<file path="src/rtl/imem_boot_loader_pkg.sv">
// Shared types and constants for the instruction-memory boot loader.
package riscv_boot_pkg;

    typedef enum logic [2:0] {
        IDLE,
        LOAD,
        FLUSH,
        RELEASE,
        DONE,
        ERR
    } boot_state_e;

    localparam int WORD_BYTES    = 4;
    localparam int IDX_W         = $clog2(WORD_BYTES);
    localparam int RELEASE_CNT_W = 8;

endpackage

</file>
<file path="src/rtl/imem_boot_loader_byte_packer.sv">
// Packs an LSB-first byte stream into 32-bit words; a last byte closes the
// word early with the unfilled upper bytes left at zero.
module boot_byte_packer
    import riscv_boot_pkg::*;
(
    input  logic             clk,
    input  logic             rst,
    input  logic             clr,
    input  logic             accept,
    input  logic [7:0]       data,
    input  logic             last,
    output logic             word_ready,
    output logic [31:0]      word,
    output logic [IDX_W-1:0] idx
);

    logic [IDX_W-1:0] idx_q;
    logic [31:0]      pack_q;
    logic [31:0]      merged;
    logic             complete;

    // pack_q is cleared after every word, so the bytes above idx are already zero
    always_comb begin
        merged              = pack_q;
        merged[8*idx_q +: 8] = data;
    end

    assign complete = accept && ((idx_q == IDX_W'(WORD_BYTES - 1)) || last);
    assign idx      = idx_q;

    always_ff @(posedge clk or posedge rst) begin
        if (rst) begin
            idx_q      <= '0;
            pack_q     <= '0;
            word_ready <= 1'b0;
            word       <= '0;
        end else begin
            word_ready <= complete;
            if (complete)
                word <= merged;
            if (clr) begin
                idx_q  <= '0;
                pack_q <= '0;
            end else if (accept) begin
                if (complete) begin
                    idx_q  <= '0;
                    pack_q <= '0;
                end else begin
                    idx_q  <= idx_q + 1'b1;
                    pack_q <= merged;
                end
            end
        end
    end

endmodule

</file>
<file path="src/rtl/imem_boot_loader.sv">
// Byte-stream program loader: writes packed words into IMEM and holds the core
// in reset until the load completes. BOOT_CHECKSUM_EN enables the word checksum.
module imem_boot_loader
    import riscv_boot_pkg::*;
#(
    parameter int IMEM_DEPTH  = 256,
    parameter int ADDR_W      = $clog2(IMEM_DEPTH),
    parameter int RELEASE_DLY = 4
) (
    input  logic              clk,
    input  logic              rst,
    input  logic              start,
    input  logic              s_valid,
    output logic              s_ready,
    input  logic [7:0]        s_data,
    input  logic              s_last,
    output logic              imem_we,
    output logic [ADDR_W-1:0] imem_waddr,
    output logic [31:0]       imem_wdata,
    output logic              core_hold,
    output logic              load_done,
    output logic              load_err,
    output logic [ADDR_W:0]   word_count,
    output logic [31:0]       checksum
);

    localparam logic [ADDR_W:0]          DEPTH_W  = (ADDR_W + 1)'(IMEM_DEPTH);
    localparam logic [RELEASE_CNT_W-1:0] DLY_LOAD = RELEASE_CNT_W'(RELEASE_DLY - 1);

    boot_state_e              state, state_nxt;
    logic [RELEASE_CNT_W-1:0] rel_cnt;
    logic [ADDR_W-1:0]        waddr_q;
    logic [IDX_W-1:0]         idx;
    logic                     hold_q;
    logic                     accept, overflow, take, rearm, word_done, idx_full;

    assign s_ready   = (state == LOAD);
    assign accept    = s_valid && s_ready;
    assign overflow  = accept && (word_count == DEPTH_W);
    assign take      = accept && !overflow;
    assign idx_full  = (idx == IDX_W'(WORD_BYTES - 1));
    assign word_done = take && (idx_full || s_last);
    assign rearm     = start && (state inside {IDLE, DONE, ERR});

    boot_byte_packer u_packer (
        .clk        (clk),
        .rst        (rst),
        .clr        (rearm),
        .accept     (take),
        .data       (s_data),
        .last       (s_last),
        .word_ready (imem_we),
        .word       (imem_wdata),
        .idx        (idx)
    );

    assign imem_waddr = waddr_q;
    assign load_done  = (state == DONE);
    assign load_err   = (state == ERR);
    // Re-arm raises the hold immediately so the core never runs a half-loaded image
    assign core_hold  = hold_q || rearm;

    always_comb begin
        state_nxt = state;
        case (state)
            IDLE, DONE, ERR: if (start) state_nxt = LOAD;
            LOAD: begin
                if (overflow)
                    state_nxt = ERR;
                else if (take && s_last)
                    state_nxt = idx_full ? RELEASE : FLUSH;
            end
            FLUSH:   state_nxt = RELEASE;
            RELEASE: if (rel_cnt == '0) state_nxt = DONE;
            default: state_nxt = IDLE;
        endcase
    end

    always_ff @(posedge clk or posedge rst) begin
        if (rst) begin
            state      <= IDLE;
            rel_cnt    <= '0;
            hold_q     <= 1'b1;
            word_count <= '0;
            waddr_q    <= '0;
        end else begin
            state  <= state_nxt;
            hold_q <= (state_nxt != DONE);
            if (state_nxt == RELEASE && state != RELEASE)
                rel_cnt <= DLY_LOAD;
            else if (state == RELEASE && rel_cnt != '0)
                rel_cnt <= rel_cnt - 1'b1;
            if (rearm) begin
                word_count <= '0;
            end else if (word_done) begin
                waddr_q    <= word_count[ADDR_W-1:0];
                word_count <= word_count + 1'b1;
            end
        end
    end

`ifdef BOOT_CHECKSUM_EN
    logic [31:0] sum_q;

    always_ff @(posedge clk or posedge rst) begin
        if (rst)
            sum_q <= '0;
        else if (rearm)
            sum_q <= '0;
        else if (imem_we)
            sum_q <= sum_q + imem_wdata;
    end

    assign checksum = sum_q;
`else
    assign checksum = '0;
`endif

endmodule

</file>
<file path="config.mk">
export PLATFORM = sky130hd
export DESIGN_NAME = imem_boot_loader
export DESIGN_NICKNAME = d
export VERILOG_FILES = /design/src/rtl/imem_boot_loader_pkg.sv /design/src/rtl/imem_boot_loader_byte_packer.sv /design/src/rtl/imem_boot_loader.sv
export SDC_FILE = /design/constraint.sdc
export NUM_CORES = 1
export LEC_CHECK = 0
export BUFFER_PORTS_ARGS = -buffer_cell sky130_fd_sc_hd__buf_2
export CAP_MARGIN = 20
export CORE_MARGIN = 5
export CORE_UTILIZATION = 50
export CTS_BUF_LIST = sky130_fd_sc_hd__clkbuf_8
export DETAILED_ROUTE_END_ITERATION = 10
export GPL_TIMING_DRIVEN = 1
export HOLD_SLACK_MARGIN = 0.08
export PLACE_DENSITY_LB_ADDON = 0.1
export SYNTH_ARGS = -nofsm -noshare
export SYNTH_HDL_FRONTEND = slang
export SYNTH_HIERARCHICAL = 1
export SYNTH_SLANG_ARGS = --single-unit
</file>
<file path="constraint.sdc">
create_clock -name clk -period 2.2 [get_ports clk]
set_input_delay 0.44 -clock clk [delete_from_list [all_inputs] [get_ports clk]]
set_output_delay 0.44 -clock clk [all_outputs]
set_load 0.1 [all_outputs]
</file>
==> metrics.md <==
| Metric | Value |
|---|---|
| Reg-to-reg setup timing slack | `0.07 ns` |
| Total power | `8.468 mW` |
| Core area | `9284 um^2` |
| H-Tree Level Count | `3` |
| Seq/Total Area, Yosys | `0.5049` |
| Int Power | `3.841 mW` |
| CTS tree | `built` |
| Cell Area, Synth | `4761 um^2` |
| Top delay family on crit path | `compound AO/OA/AOI/OAI gates` |
| I/O pin total | `99` |
| Share of flip-flops with an asynchronous set or reset | `1.000` |
| Area grow syn2layout | `15.77%` |
| Slew @ Worst Pin | `0.6993 ns` |
| Ys Warns | `6` |
| Post-route minimum period | `2.131 ns` |
| Reg area | `2425 um^2` |
| LEAKAGE | `2.636 nW` |
| Via Count | `3596` |
| Clock-pin slew on the worst setup and hold paths | `0.10 ns` |
| Gr usage total | `0.1912` |
| PD cells | `1536 nW/um^2` |
| Max Clock Skew | `0.01626 ns` |
| Crit path launch type | `register` |
| Synth top area cells | `dfrtp_1 (50%), buf_4 (5.8%), a22o_1 (4.4%)` |
| Worst Setup End Kind | `register` |
| RSZ-0062 raised after global routing | `no` |
| GRT overflow | `0` |
| DR DRC count | `0` |
| Synthesized instance count | `455` |
| Worst ir drop on vdd | `797.2 uV` |
| Outcome | `finished clean` |
| Inserted Diodes | `0` |
| Initial antenna violation count | `0` |
| First DRT Iteration DRCs | `157` |
| ANT nets after route | `0` |
| CP bufs+invs | `1` |
| # nets final | `553` |
| Top cell type's share of synthesized area | `0.4993` |
| Utilization after layout | `0.5937` |
| Slowest CP cell | `dfrtp_4` |
| WL final | `10470 um` |
| Die height | `107.6 um` |
| Routability congestion estimate | `0.8172` |
| Cell variety after synth | `68` |
| Area leader, netlist | `dfrtp_1` |
| Worst-Skew Late Latency | `0.36 ns` |
| Die footprint | `11570 um^2` |
| Final period utilization | `0.9688` |
| Worst EP required | `2.44 ns` |
| Area of the multi-input gates | `2116 um^2` |
| Avg Inst Size Synth | `10.46 um^2` |
| Clock power share | `0.139` |
| Synth Flop Type | `dfrtp_1` |
| Vias in the first global route | `3456` |
| CTS Buffer Depth | `2` |
| Die width | `107.6 um` |
| Sw Pwr | `4.627 mW` |
| Count leader, synth | `dfrtp_1` |
| Crit path kind | `reg2reg` |
| Top post-synthesis cells by count | `dfrtp_1 (95), nor2_1 (44), buf_4 (37)` |
| Port-buffer cells | `66` |
| Crit-path cells | `inv_2, ha_1, or4b_1, o2111a_1, o2111a_2, a211o_1` |
| Root buf cell | `clkbuf_8` |
| Row cnt | `35` |
| Max-Cap Viols | `0` |
| Hold Path Class | `in2async` |
| Pin count of the biggest net entering global routing | `68` |
| Global-route wire length before repair | `17660 um` |
| Endpoints failing setup | `0` |
| Fillcell total | `854` |
| DR pass1 iterations | `4` |
| Final Hold Fails | `0` |
| Comb pwr share | `0.564` |
| Crit Reg-Reg Startpoint | `word_count[1]$_DFFE_PP0P_` |
| FMAX | `469.2 MHz` |
| #FFs+latches synth | `96` |
| Slowest cell delay on critical path | `0.51 ns` |
| Via density per instance | `5.399` |
| Starting Density | `0.5128` |
| Clock Sinks | `96` |
| Worst reg2reg endpoint | `rel_cnt[1]$_DFFE_PP0P_` |
| CTS Buf Count | `9` |
| Max Fanout on Critical Path | `8` |
| Power share of the sequential group | `0.297` |
| HPWL Detailed | `7327 um` |
| Relative slew slack | `0.5333` |
| Share of layout cells above drive strength 1 | `0.2793` |
| Sw Ratio | `0.5464` |
| Post-synth EDFFs | `0` |
| FF-to-FF path depth | `6` |
| Data arrival time of the critical path | `2.38 ns` |
| Average wire per standard cell | `15.72 um` |
| Max-slew violations | `0` |
## sequential cells by signal (all words and copies together), names as in the netlist
register / count
u_packer/word: 32
rel_cnt: 8
word_count: 9
imem_waddr: 8
u_packer/idx: 2
u_packer/word_ready: 1
hold_q: 1
state: 3
u_packer/pack_q: 32
## metal layers
metal  part of all wire  vias to the layer above  global-route usage
met2               0.47                       96              0.3011
li1                   -                     1717                   -
met3              0.054                       11             0.03659
met4              0.010                        0             0.05140
met1               0.46                     1772              0.2711
met5                  0                        -                   0
## power groups by stage
stage	clock (mW)	combinational, mW	sequential (mW)
floorplan	0	1.92	4.52
global route	1.31	5.06	2.59
detailed placement	0	4.76	2.55
global placement	0	4.72	2.53
CTS	1.22	4.78	2.52
finish	1.18	4.77	2.52
## logic make-up (layout without fill, tap and decap cells)
logic type               Yosys count  count (layout)  share of synthesized area
AO/OA/AOI/OAI                     96              96                     0.1480
XOR/XNOR                           6               6                    0.01104
adder cells (fa/ha/maj)            8               8                    0.02103
buffers and inverters             69             120                    0.08673
flip-flops                        96              96                     0.5049
multiplexers                      11              11                    0.02497
other                              1              32                  0.0007877
AND/OR/NAND/NOR                  168             168                     0.2026
## stage by stage
step | hold slack (ns) | cells | setup slack [ns] | TNS, ns | cell area, um^2
6_report | 0.1303 | 666 | 0.06864 | 0 | 5512
5_1_grt | 0.1669 | 666 | 0.01330 | 0 | 5512
4_1_cts | 0.1475 | 664 | 0.05289 | 0 | 5492
3_5_place_dp | 0.4599 | 648 | 0.006498 | 0 | 5276
3_3_place_gp | 0.4611 | 648 | 0.09240 | 0 | 5276
2_1_floorplan | 0.4547 | 486 | -0.06328 | -0.1227 | 4937
## final cells by class
class	instances	area share
Clock inverter	6	0.01249
Timing Repair Buffer	90	0.09989
Tap cell	129	0.02928
Multi-Input combinational cell	321	0.3839
Inverter	14	0.009535
Clock buffer	10	0.02497
Sequential cell	96	0.4400
## timing repair
| item | CTS | global route |
|---|---|---|
| hold buffers | 0 | 0 |
| resized for setup | 2 | 2 |
| pin swaps | 0 | 1 |
| setup endpoints to repair | 8 | 10 |
| buffers inserted | 0 | 2 |
| cloned | 0 | 0 |
## layout by cell type, fill, tap and decap left out, types with 10 or more instances in the layout
cell type  count
clkbuf_8      10
a21oi_1       22
nand3_1       21
a22o_1        24
nand2b_1      13
nor2_1        43
and2_1        10
dfrtp_1       86
buf_2         65
nand2_1       21
buf_4         22
inv_1         11
conb_1        32
## how the worst max path moves through the flow
stage | endpoint | cells after the start | startpoint
6_report | rel_cnt[1]$_DFFE_PP0P_ | 6 | word_count[1]$_DFFE_PP0P_
5_1_grt | u_packer/pack_q[20]$_DFFE_PP0P_ | 5 | u_packer/idx[0]$_DFFE_PP0P_
4_1_cts | u_packer/pack_q[31]$_DFFE_PP0P_ | 8 | word_count[1]$_DFFE_PP0P_
3_5_place_dp | imem_waddr[3]$_DFFE_PP0P_ | 7 | word_count[1]$_DFFE_PP0P_
3_3_place_gp | imem_waddr[1]$_DFFE_PP0P_ | 7 | word_count[1]$_DFFE_PP0P_
2_1_floorplan | load_done | 2 | state[2]$_DFF_PP0_
## worst min-delay path, stage by stage
cell and delay [ns]:
buf_2 0.11, inv_2 0.06, buf_12 0.29
Note: power is estimated with default switching activity, not from simulation.
